==> src/rtl/dmem_access_unit.sv <==
// dmem_access_unit: MEM-stage data cache access sequencer (IDLE/BUSY/DONE).
// Ports: clk/rst; mem_* request from MEM stage; d_mem_* cache bus;
//   mem_stall freezes IF..MEM; wb_d_mem_data registered, offset-shifted
//   load word; mem_misaligned pulses for misaligned or illegal requests.
module dmem_access_unit (
   input  logic        clk,
   input  logic        rst,
   input  logic        mem_valid,
   input  logic        mem_read,
   input  logic        mem_write,
   input  logic [2:0]  mem_funct3,
   input  logic [31:0] mem_alu_out,
   input  logic [31:0] mem_rs2_out,
   output logic [31:0] d_mem_address,
   output logic        d_mem_read,
   output logic        d_mem_write,
   output logic [3:0]  d_mem_byte_enable,
   output logic [31:0] d_mem_wdata,
   input  logic [31:0] d_mem_rdata,
   input  logic        d_mem_resp,
   output logic        mem_stall,
   output logic [31:0] wb_d_mem_data,
   output logic        mem_misaligned
);

   typedef enum logic [1:0] {IDLE, BUSY, DONE} state_t;

   state_t      state_q, state_d;
   logic [31:0] addr_q, addr_d;
   logic [31:0] wdata_q, wdata_d;
   logic [31:0] wb_q, wb_d;
   logic [3:0]  be_q, be_d;
   logic [1:0]  off_q, off_d;
   logic        wr_q, wr_d;

   logic [1:0]  off;
   logic [1:0]  sz;
   logic        one_dir;
   logic        both;
   logic        mis;
   logic        illegal;
   logic        idle;
   logic        accept;
   logic        reject;
   logic [3:0]  lane_be;
   logic [31:0] lane_wdata;

   assign off = mem_alu_out[1:0];
   assign sz  = mem_funct3[1:0];

   // Request classification; unsupported funct3 codes count as illegal.
   always_comb begin
      one_dir = mem_read ^ mem_write;
      both    = mem_read & mem_write;
      mis     = ((sz == 2'b10) && (off != 2'b00)) ||
                ((sz == 2'b01) && off[0]);
      illegal = (sz == 2'b11) ||
                (mem_funct3[2] && (mem_write || sz[1]));
      // Gate with rst so outputs read zero while reset is held.
      idle    = (state_q == IDLE) && !rst;
      accept  = idle && mem_valid && one_dir && !mis && !illegal;
      reject  = idle && mem_valid &&
                (both || (one_dir && (mis || illegal)));
   end

   // Store lane positioning; loads always read the full word.
   always_comb begin
      lane_be    = 4'b1111;
      lane_wdata = mem_rs2_out;
      if (mem_write) begin
         unique case (1'b1)
            (sz == 2'b00): begin
               lane_be    = 4'b0001 << off;
               lane_wdata = {4{mem_rs2_out[7:0]}};
            end
            (sz == 2'b01): begin
               lane_be    = 4'b0011 << off;
               lane_wdata = {2{mem_rs2_out[15:0]}};
            end
            default: begin
               lane_be    = 4'b1111;
               lane_wdata = mem_rs2_out;
            end
         endcase
      end
   end

   always_comb begin
      state_d = state_q;
      addr_d  = addr_q;
      wdata_d = wdata_q;
      wb_d    = wb_q;
      be_d    = be_q;
      off_d   = off_q;
      wr_d    = wr_q;
      unique case (state_q)
         IDLE: begin
            if (accept) begin
               addr_d  = {mem_alu_out[31:2], 2'b00};
               wdata_d = lane_wdata;
               be_d    = lane_be;
               off_d   = off;
               wr_d    = mem_write;
               state_d = BUSY;
            end
         end
         BUSY: begin
            if (d_mem_resp) begin
               state_d = DONE;
               if (!wr_q) wb_d = d_mem_rdata >> {off_q, 3'b000};
            end
         end
         DONE:    state_d = IDLE;
         default: state_d = IDLE;
      endcase
   end

   always_ff @(posedge clk or posedge rst) begin
      if (rst) begin
         state_q <= IDLE;
         addr_q  <= '0;
         wdata_q <= '0;
         wb_q    <= '0;
         be_q    <= '0;
         off_q   <= '0;
         wr_q    <= 1'b0;
      end else begin
         state_q <= state_d;
         addr_q  <= addr_d;
         wdata_q <= wdata_d;
         wb_q    <= wb_d;
         be_q    <= be_d;
         off_q   <= off_d;
         wr_q    <= wr_d;
      end
   end

   assign d_mem_address     = addr_q;
   assign d_mem_byte_enable = be_q;
   assign d_mem_wdata       = wdata_q;
   assign d_mem_read        = (state_q == BUSY) && !wr_q;
   assign d_mem_write       = (state_q == BUSY) && wr_q;
   assign mem_stall         = accept || (state_q == BUSY);
   assign mem_misaligned    = reject;
   assign wb_d_mem_data     = wb_q;

endmodule

==> config.mk <==
export PLATFORM = sky130hd
export DESIGN_NAME = dmem_access_unit
export DESIGN_NICKNAME = d
export VERILOG_FILES = /design/src/rtl/dmem_access_unit.sv
export SDC_FILE = /design/constraint.sdc
export NUM_CORES = 1
export LEC_CHECK = 0
export ABC_CLOCK_PERIOD_IN_PS = 5100
export CORE_AREA = 2 2 130 132
export DETAILED_ROUTE_END_ITERATION = 16
export DIE_AREA = 0 0 132 134
export DONT_BUFFER_PORTS = 1
export PLACE_DENSITY = 0.46
export SLEW_MARGIN = 20
export SYNTH_ARGS = -nofsm -noshare
export SYNTH_HDL_FRONTEND = slang
export SYNTH_SLANG_ARGS = --single-unit
==> constraint.sdc <==
create_clock -name clk -period 5.1 [get_ports clk]
set_clock_uncertainty 0.1 [all_clocks]
set_input_delay 0.51 -clock clk [delete_from_list [all_inputs] [get_ports clk]]
set_output_delay 0.51 -clock clk [all_outputs]
set_load 0.005 [all_outputs]
==> Yosys cells after proc, flatten, opt, wreduce, memory -nomap -nowiden <==
Index checks and enable logic that the tools add are counted.
{ "totals": {"input_bits": 105, "reg_bits": 103, "out_inout_bits": 104, "word_cells": 54} }
{ "op_classes": {"muxes": 7, "n_shift": 3, "n_reduce_logical": 28, "n_bitwise": 3, "n_eq_ne": 6} }
{ "op_table": {"columns": ["operator", "count"], "rows": [
  ["$pmux 32 s2", 1],
  ["$mux 32", 1],
  ["$shr 32x5->32", 1],
  ["$logic_and 1x1->1", 12],
  ["$pmux 4 s2", 1],
  ["$logic_or 1x1->1", 6],
  ["$eq 2x1->1 const B", 2],
  ["$eq 2x2->1 const B", 2],
  ["$logic_not 1->1", 4],
  ["$logic_not 2->1", 2],
  ["$mux 2", 2],
  ["$mux 4", 1],
  ["$ne 2x2->1 const B", 2],
  ["$pmux 2 s2", 1],
  ["$reduce_and 2->1", 2],
  ["$shl 1x2->4 const A", 1],
  ["$shl 2x2->4 const A", 1],
  ["$reduce_and 3->1", 1],
  ["$reduce_bool 2->1", 1],
  ["$and 1x1->1", 1],
  ["$not 1->1", 1],
  ["$xor 1x1->1", 1]
]} }

==> Logic depth before layout (Yosys ltp) <==
Gate-level depths: netlist of run 1.
{ "logic_depth": {"word_depth": 8, "mapped_depth": 5, "depth_no_buf": 3} }

==> Worst setup path after synthesis of run 1 <==
OpenSTA, ideal clock, no wires.
{ "synth_path": {"path_kind": "input port to output port", "startpoint": "input port rst", "endpoint": "output port mem_stall", "required_ps": 4490, "arrival_ps": 1377, "path_buffers": 1, "setup_slack_ps": 3113, "stages": 4, "cell_sequence": "nor4b_1 o211ai_2 buf_2 nand2_1"} }
{ "synth_via": {"elab_chain_cells": 7} }
{ "synth_lines": {"columns": ["item", "line_no", "rtl"], "rows": [
  ["start, declared", "7", "input logic rst,"],
  ["$logic_not 1->1 (no source line)", null, null],
  ["$logic_and 1x1->1", "60", "idle = (state_q == IDLE) && !rst;"],
  ["$logic_and 1x1->1 (4 in a row)", "61", "accept = idle && mem_valid && one_dir && !mis && !illegal;"],
  ["$logic_or 1x1->1", "143", "assign mem_stall = accept || (state_q == BUSY);"],
  ["end, declared", "21", "output logic mem_stall,"]
]} }
Every way passes these cells.

==> Worst setup path after layout of run 1 <==
{ "layout_path": {"startpoint": "register state_q[0]", "endpoint": "output port mem_stall"} }
{ "layout_via": {"elab_chain_cells": 7, "word_cells_on_any_way": 8, "cone_classes": "eq/ne: 1; reduce/logical: 7"} }
{ "layout_lines": {"columns": ["item", "line_no", "rtl"], "rows": [
  ["start, declared", "28", "state_t state_q, state_d;"],
  ["start signal, assigned", "128", "state_q <= state_d;"],
  ["$logic_not 2->1", "60", null],
  ["$logic_and 1x1->1", "60", null],
  ["$logic_and 1x1->1 (4 in a row)", "61", null],
  ["$logic_or 1x1->1 (*)", "143", null]
]} }
Every way passes the cells marked *; elsewhere a longest branch is shown, timed or not.

==> results.json, run 1 <==
{
  "outcome": "finished clean",
  "dr.pass1.iters": 4,
  "wl_um": 11600,
  "synth.avg_cell_area_um2": 13.1,
  "die_width_um": 132,
  "die-area_um2": 17700,
  "leakage_uw": 0.00229,
  "cp-start-kind": "register",
  "clkSinkCount": 103,
  "grt_pass1_vias": 2998,
  "fmax_mhz": 318,
  "path_max_fanout": 46,
  "arrival_ns": 2.54,
  "netlist_area_um2": 4770,
  "root_buffer": "clkbuf_16",
  "place_congestion": 0.755,
  "maxCapViolCount": 0,
  "hold_violations": 0,
  "crit_path_end_kind": "output pin",
  "drc": 0,
  "grt_pass1_wl_um": 17900,
  "setup_viol": 0,
  "relSlewSlack": 0.390,
  "fin_crit_sh": 0.617,
  "ios": 209,
  "start_util": 0.293,
  "grt_max_degree": 57,
  "io_buffer_count": 0,
  "dpl.hpwl_um": 8570,
  "ir_worst_vdd_mv": 0.182,
  "worst_pin_slew_ns": 0.911,
  "cts_buffers": 9,
  "synthArstFlopShare": 1.00,
  "insertion_delay_ns": 0.34,
  "holdBufCountCts": 0,
  "final_nets": 464,
  "cts_resized": 0,
  "wl_per_cell_um": 19.9,
  "path_clk_slew_ns": 0.07,
  "cts_tree": "built",
  "vias": 2824,
  "crit_type": "register to output pin",
  "syn2layout_area_growth_pct": 10.8,
  "nFillCells": 1672,
  "ant_nets": 0,
  "final.min_clock_period_ns": 3.15,
  "row_count": 47,
  "ys.flop_type": "dfrtp_1",
  "powerDensity_nw_per_um2": 481,
  "vias_per_cell": 4.84,
  "hold_class": "input port to asynchronous set/reset pin",
  "core-area_um2": 16300,
  "final_cell_mix": "dfrtp_1, mux2_1, mux2_2",
  "post-cts-setup-buffer-count": 0,
  "grt_overflow": 0,
  "maxSlewViolCount": 0,
  "multi_input_area_um2": 2080,
  "antenna_cells": 0,
  "regArea_um2": 2580,
  "htree_levels": 3,
  "synth_edf_count": 0,
  "layout-drive-gt1-share": 0.185,
  "drt-initial-drc-count": 101,
  "ys_warn_count": 0,
  "p_total_uw": 2540,
  "required_ns": 4.49,
  "ys_types": 28,
  "ys_seq_area_frac": 0.541,
  "setup-tns-final_ns": 0,
  "grt.total_usage": 0.132,
  "yosys_register_bits": 103,
  "grt_antenna_before_repair": 1,
  "syn_inst": 365,
  "rsz0062_at_grt": "no",
  "final_common_cell": "dfrtp_1",
  "clockBufferDepth": 2,
  "dieHeight_um": 134
}
[final timing paths]
path                       cells past startpoint  slack (ns)                end               from
max                                            4        1.95          mem_stall         state_q[0]
min                                            1        0.02         state_q[0]                rst
max reg2reg                                    4        2.45  d_mem_address[16]         state_q[0]
min reg2reg                                    2        0.42  wb_d_mem_data[24]  wb_d_mem_data[24]
max in group asynchronous                      2        3.72  d_mem_address[14]                rst
min in group clk                               2        0.17         state_q[1]         d_mem_resp
[critical path: stages, from the launching register on]
cell and delay, ns:
dfrtp_1 0.40, nor4b_1 0.66, o211ai_4 0.48, buf_4 0.46
nand2_1 0.16
[power breakdown]
| group | internal [uW] | total, uW | switching (uW) |
|---|---|---|---|
| combinational | 264 | 482 | 218 |
| sequential | 1120 | 1390 | 273 |
| clock | 342 | 666 | 325 |
| total | 1730 | 2540 | 816 |
[Yosys cell counts (2+ instances only)]
cell         n  share of area
nor2_1       5         0.0039
nand2b_1     3         0.0039
nor2b_1      2         0.0026
clkbuf_1     8         0.0063
buf_4        2         0.0031
inv_1        3         0.0024
buf_1        3         0.0024
o21ai_0     20          0.021
mux2i_1     32          0.067
mux2_2      41          0.097
dfrtp_1    103           0.54
a2bb2oi_1    7          0.013
buf_2       12          0.013
mux2_1      68           0.16
nand2_1     36          0.028
o31ai_1      8          0.013
[cell type report]
| type | instances | share of cell area |
|---|---|---|
| multi-input combinational | 235 | 0.394 |
| sequential | 103 | 0.488 |
| tap | 220 | 0.0521 |
| clock buffer | 9 | 0.0426 |
| clock inverter | 7 | 0.0123 |
| inverter | 3 | 0.00261 |
| timing repair buffer | 6 | 0.00853 |
[through the flow]
step,area [um2],hold WS (ns),worst slack [ns],utilization,std cells
after detailed placement,4990,0.404,2.14,0.306,567
after global placement,4990,0.396,2.17,0.306,567
after CTS,5280,0.0580,1.81,0.324,583
after global routing,5280,0.0685,1.66,0.324,583
after floorplan,4770,0.373,1.79,-,366
final,5280,0.0241,1.95,0.324,583
[logic make-up (layout without fill, tap and decap cells)]
family / after synthesis / in the layout / share of synthesized area
DFF: 103 / 103 / 0.541
and+or+nand+nor: 51 / 51 / 0.0486
AOI/OAI and AO/OA: 40 / 40 / 0.0559
buffers and inverters: 28 / 25 / 0.0268
other: 1 / 2 / 0.000787
muxes: 141 / 141 / 0.325
adders and majority gates: 1 / 1 / 0.00262
[registers in the layout, indices dropped and copies added, names as in the netlist]
signal             cells
d_mem_wdata           32
off_q                  2
wr_q                   1
d_mem_byte_enable      4
wb_d_mem_data         32
state_q                2
d_mem_address         30
[layer usage]
layer	global-route usage	up-vias	share of wire
li1	-	1284	-
met1	0.151	1378	0.40
met2	0.205	150	0.46
met3	0.0748	12	0.13
met4	0.0489	0	0.015
met5	0	-	0
Note: power is estimated with default switching activity, not from simulation.
==> run 2: changes to the inputs <==
Settings changed: ABC_CLOCK_PERIOD_IN_PS 5100 to 2800, PLACE_DENSITY 0.46 to 0.47.
Clock period 5.1 ns to 2.8 ns, I/O delays scaled along.
==> results.json, run 2 (synthesis gave the netlist of run 1 again) <==
{
  "cts_buffers": 9,
  "grt_max_degree": 57,
  "grt_overflow": 0,
  "core-area_um2": 16300,
  "path_clk_slew_ns": 0.07,
  "insertion_delay_ns": 0.34,
  "maxSlewViolCount": 0,
  "start_util": 0.293,
  "grt.total_usage": 0.146,
  "hold_class": "input port to register",
  "dieHeight_um": 134,
  "m1WireLength_um": 4950,
  "grt_pass1_wl_um": 20000,
  "ios": 209,
  "fin_crit_sh": 0.796,
  "vias_per_cell": 4.91,
  "fmax_mhz": 449,
  "rsz0062_at_grt": "no",
  "dpl.hpwl_um": 8890,
  "wl_um": 12700,
  "io_buffer_count": 0,
  "placed_cell_area_um2": 5040,
  "dr_wl_met2_um": 5860,
  "clockBufferDepth": 2,
  "drt-initial-drc-count": 115,
  "antenna_cells": 0,
  "final.min_clock_period_ns": 2.23,
  "final_common_cell": "dfrtp_1",
  "grt_antenna_before_repair": 0,
  "maxCapViolCount": 0,
  "leakage_uw": 0.00254,
  "place_congestion": 0.767,
  "outcome": "finished clean",
  "row_count": 47,
  "vias": 3125,
  "cts_resized": 0,
  "powerDensity_nw_per_um2": 842,
  "layout-drive-gt1-share": 0.166,
  "crit_type": "register to output pin",
  "grt_pass1_vias": 3406,
  "clkSinkCount": 103,
  "crit_path_end_kind": "output pin",
  "final_area_um2": 5890,
  "wl_per_cell_um": 19.9,
  "post-cts-setup-buffer-count": 0,
  "final_cell_mix": "dfrtp_1, mux2_1, dlygate4sd3_1",
  "setup-tns-final_ns": 0,
  "path_max_fanout": 46,
  "maxUsedRoutingLayer": "met4",
  "relSlewSlack": 0.436,
  "htree_levels": 3,
  "ant_nets": 0,
  "ir_worst_vdd_mv": 0.298,
  "cts_tree": "built",
  "root_buffer": "clkbuf_16",
  "die-area_um2": 17700,
  "cp-start-kind": "register",
  "syn2layout_area_growth_pct": 23.6,
  "required_ns": 2.42,
  "dr.pass1.iters": 5,
  "arrival_ns": 1.85,
  "die_width_um": 132,
  "worst_pin_slew_ns": 0.845,
  "hold_violations": 0,
  "setup_viol": 0,
  "wl_met3_um": 1570,
  "drc": 0,
  "final_nets": 518
}
-- run 2: final timing paths --
check | from | end | slack [ns] | cells past startpoint
max | state_q[0] | mem_stall | 0.57 | 5
min | d_mem_rdata[18] | wb_d_mem_data[10] | 0.03 | 2
max reg2reg | state_q[0] | d_mem_address[9] | 0.85 | 5
min reg2reg | wb_d_mem_data[28] | wb_d_mem_data[28] | 0.42 | 2
max in group asynchronous | rst | d_mem_address[31] | 1.37 | 3
min in group asynchronous | rst | d_mem_address[18] | 0.49 | 2
-- run 2: layer usage --
layer  GRT usage  vias to the layer above
met3      0.0752                       18
li1            -                     1389
met1       0.162                     1553
met5           0                        -
met2       0.235                      165
met4      0.0628                        0
-- run 2: timing repair --
item	in CTS	in global routing
endpoints found under the hold margin	85	0
hold buffers	51	0
endpoints found under the setup margin	0	0
-- run 2: power by group --
group / leakage (uW) / internal (uW) / total [uW] / switching [uW]
combinational: 0.00110 / 543 / 970 / 427
sequential: 0.00127 / 2040 / 2540 / 497
clock: 0.000163 / 876 / 1450 / 576
total: 0.00254 / 3460 / 4960 / 1500
-- run 2: per-stage QoR --
| step | utilization | worst slack [ns] | hold slack (ns) | std cells | power [uW] |
|---|---|---|---|---|---|
| final | 0.362 | 0.571 | 0.0344 | 636 | 4960 |
| after global routing | 0.362 | 0.381 | 0.0316 | 636 | 5270 |
| after CTS | 0.362 | 0.508 | 0.0157 | 636 | 5060 |
| after detailed placement | 0.309 | 0.845 | 0.262 | 570 | 3510 |
| after global placement | 0.309 | 0.880 | 0.256 | 570 | 3470 |
| after floorplan | - | 1.05 | 0.286 | 366 | 3160 |
-- run 2: final cells by class --
type                            instances  area [um2]
Fill cell                            1612       10400
Sequential cell                       103        2580
Multi-Input combinational cell        235        2080
Timing Repair Buffer                   60         603
Tap cell                              220         275
Clock buffer                            9         225
Clock inverter                          6         115
Inverter                                3        15.0
-- run 2: worst max-delay path, stage by stage (launching register included) --
cell and delay, ns:
dfrtp_1 0.40, nor4b_1 0.32, buf_4 0.18, o211ai_4 0.07
buf_4 0.33, nand2_1 0.18
==> run 3: changes to the inputs <==
Settings changed: ABC_CLOCK_PERIOD_IN_PS 2800 to 1800.
Clock period 2.8 ns to 1.8 ns, I/O delays scaled along.
==> results.json, run 3 (synthesis gave the netlist of run 1 again) <==
{
  "wl_per_cell_um": 20.2,
  "clkSinkCount": 103,
  "cts_buffers": 9,
  "p_seq_frac": 0.511,
  "final.min_clock_period_ns": 1.83,
  "dpl.hpwl_um": 8750,
  "dr.pass1.iters": 4,
  "insertion_delay_ns": 0.35,
  "timing.final.ws_setup_ns": -0.0274,
  "rr_endpoint": "d_mem_wdata[16]",
  "die-area_um2": 17700,
  "grt_overflow": 0,
  "die_width_um": 132,
  "grt_antenna_before_repair": 0,
  "crit_type": "register to register",
  "required_ns": 1.94,
  "crit_path_end_kind": "register",
  "violations": "negative setup slack",
  "fmax_mhz": 547,
  "final_nets": 569,
  "p_sw_uw": 2470,
  "drc": 0,
  "syn2layout_area_growth_pct": 37.7,
  "ir_worst_vdd_mv": 0.483,
  "grt_pass1_wl_um": 21200,
  "rsz0062_at_grt": "yes",
  "cts_tree": "built",
  "hold_class": "input port to register",
  "final_cell_mix": "dfrtp_1, dlygate4sd3_1, mux2_1",
  "path_max_fanout": 15,
  "p_clk_frac": 0.252,
  "start_util": 0.293,
  "worst_pin_slew_ns": 0.673,
  "htree_levels": 3,
  "cp-startpoint": "state_q[1]",
  "multi_input_area_um2": 2180,
  "outcome": "complete, but fails checks",
  "setup.worst_path.end": "d_mem_wdata[16]",
  "setup-tns-final_ns": -0.338,
  "reg2reg_slack_ns": -0.03,
  "drt-initial-drc-count": 81,
  "reg2reg_depth": 6,
  "internal_power_uw": 5240,
  "timing.rr.start": "state_q[1]",
  "dieHeight_um": 134,
  "final_common_cell": "dfrtp_1",
  "place_congestion": 0.764,
  "setup_viol": 29,
  "relSlewSlack": 0.551,
  "p_total_uw": 7710,
  "grt.total_usage": 0.155,
  "cp-start-kind": "register",
  "root_buffer": "clkbuf_16",
  "core-area_um2": 16300,
  "vias_per_cell": 4.82,
  "antenna_cells": 0,
  "arrival_ns": 1.97,
  "hold_violations": 0,
  "powerDensity_nw_per_um2": 1180,
  "grt_max_degree": 57,
  "wl_um": 13900,
  "row_count": 47,
  "maxCapViolCount": 0,
  "clockBufferDepth": 2,
  "ant_nets": 0,
  "regArea_um2": 2580,
  "nFillCells": 1571,
  "p_comb_frac": 0.237,
  "fin_crit_sh": 1.02,
  "swShare": 0.321,
  "grt_pass1_vias": 3626,
  "leakage_uw": 0.00295,
  "io_buffer_count": 0,
  "ios": 209,
  "maxSlewViolCount": 0,
  "path_clk_slew_ns": 0.08,
  "vias": 3317,
  "layout-drive-gt1-share": 0.237
}
run 3: cell count changes in the layout (fill, tap and decap cells not counted), moves of 2 or more:
cell and delta:
dlygate4sd3_1 +33, bufinv_16 -3, clkbuf_16 +2, buf_12 +6, mux2_1 -22, bufbuf_16 +2, buf_4 +7, inv_8 +2
mux2_4 +22
run 3: cell type report:
type / instances / area share
Multi-Input combinational cell: 235 / 0.332
Clock inverter: 6 / 0.00877
Tap cell: 220 / 0.0419
Timing Repair Buffer: 111 / 0.188
Inverter: 3 / 0.00229
Sequential cell: 103 / 0.393
Clock buffer: 10 / 0.0349
run 3: power groups by stage:
stage / Combinational [uW] / Sequential (uW) / Clock, uW
finish: 1830 / 3940 / 1940
CTS: 1690 / 3960 / 2020
detailed placement: 1510 / 3980 / 0
global route: 2030 / 4060 / 2100
floorplan: 1220 / 3690 / 0
global placement: 1450 / 3990 / 0
run 3: metrics by stage:
| step | cell area, um2 | hold slack [ns] | util | std cells | setup slack [ns] |
|---|---|---|---|---|---|
| after floorplan | 4770 | 0.186 | - | 366 | 0.0484 |
| after global placement | 5160 | 0.0109 | 0.317 | 579 | 0.0456 |
| after detailed placement | 5160 | 0.0193 | 0.317 | 579 | 0.0296 |
| after CTS | 6390 | 0.000762 | 0.392 | 684 | -0.0382 |
| after global routing | 6560 | 0.0113 | 0.403 | 688 | -0.102 |
| final | 6560 | 0.0224 | 0.403 | 688 | -0.0274 |
run 3: what timing repair did:
item,CTS,global route
pin swaps,1,1
endpoints found under the hold margin,112,0
cloned,2,2
setup buffers,3,2
hold buffers,84,0
resized for setup,4,25
endpoints found under the setup margin,1,41
run 3: layer usage:
metal | track usage | routed length, um
met3 | 0.0711 | 1550
met5 | 0 | 0
met1 | 0.174 | 5380
met2 | 0.257 | 6680
met4 | 0.0622 | 280
run 3: worst min path at each step:
stage / endpoint / startpoint / slack (ns) / cells after the start
global placement: d_mem_address[10] / rst / 0.01 / 1
finish: d_mem_wdata[29] / mem_rs2_out[29] / 0.02 / 2
detailed placement: d_mem_address[17] / rst / 0.02 / 1
CTS: d_mem_byte_enable[0] / mem_alu_out[0] / 0.0008 / 2
floorplan: state_q[1] / d_mem_resp / 0.19 / 2
global route: d_mem_wdata[29] / mem_rs2_out[29] / 0.01 / 2
run 3: critical path, cell delays in order (launching register included):
cell and delay [ns]:
dfrtp_1 0.40, nor4b_2 0.25, buf_4 0.16, o211ai_4 0.12, buf_12 0.18, clkbuf_16 0.17
mux2_1 0.32
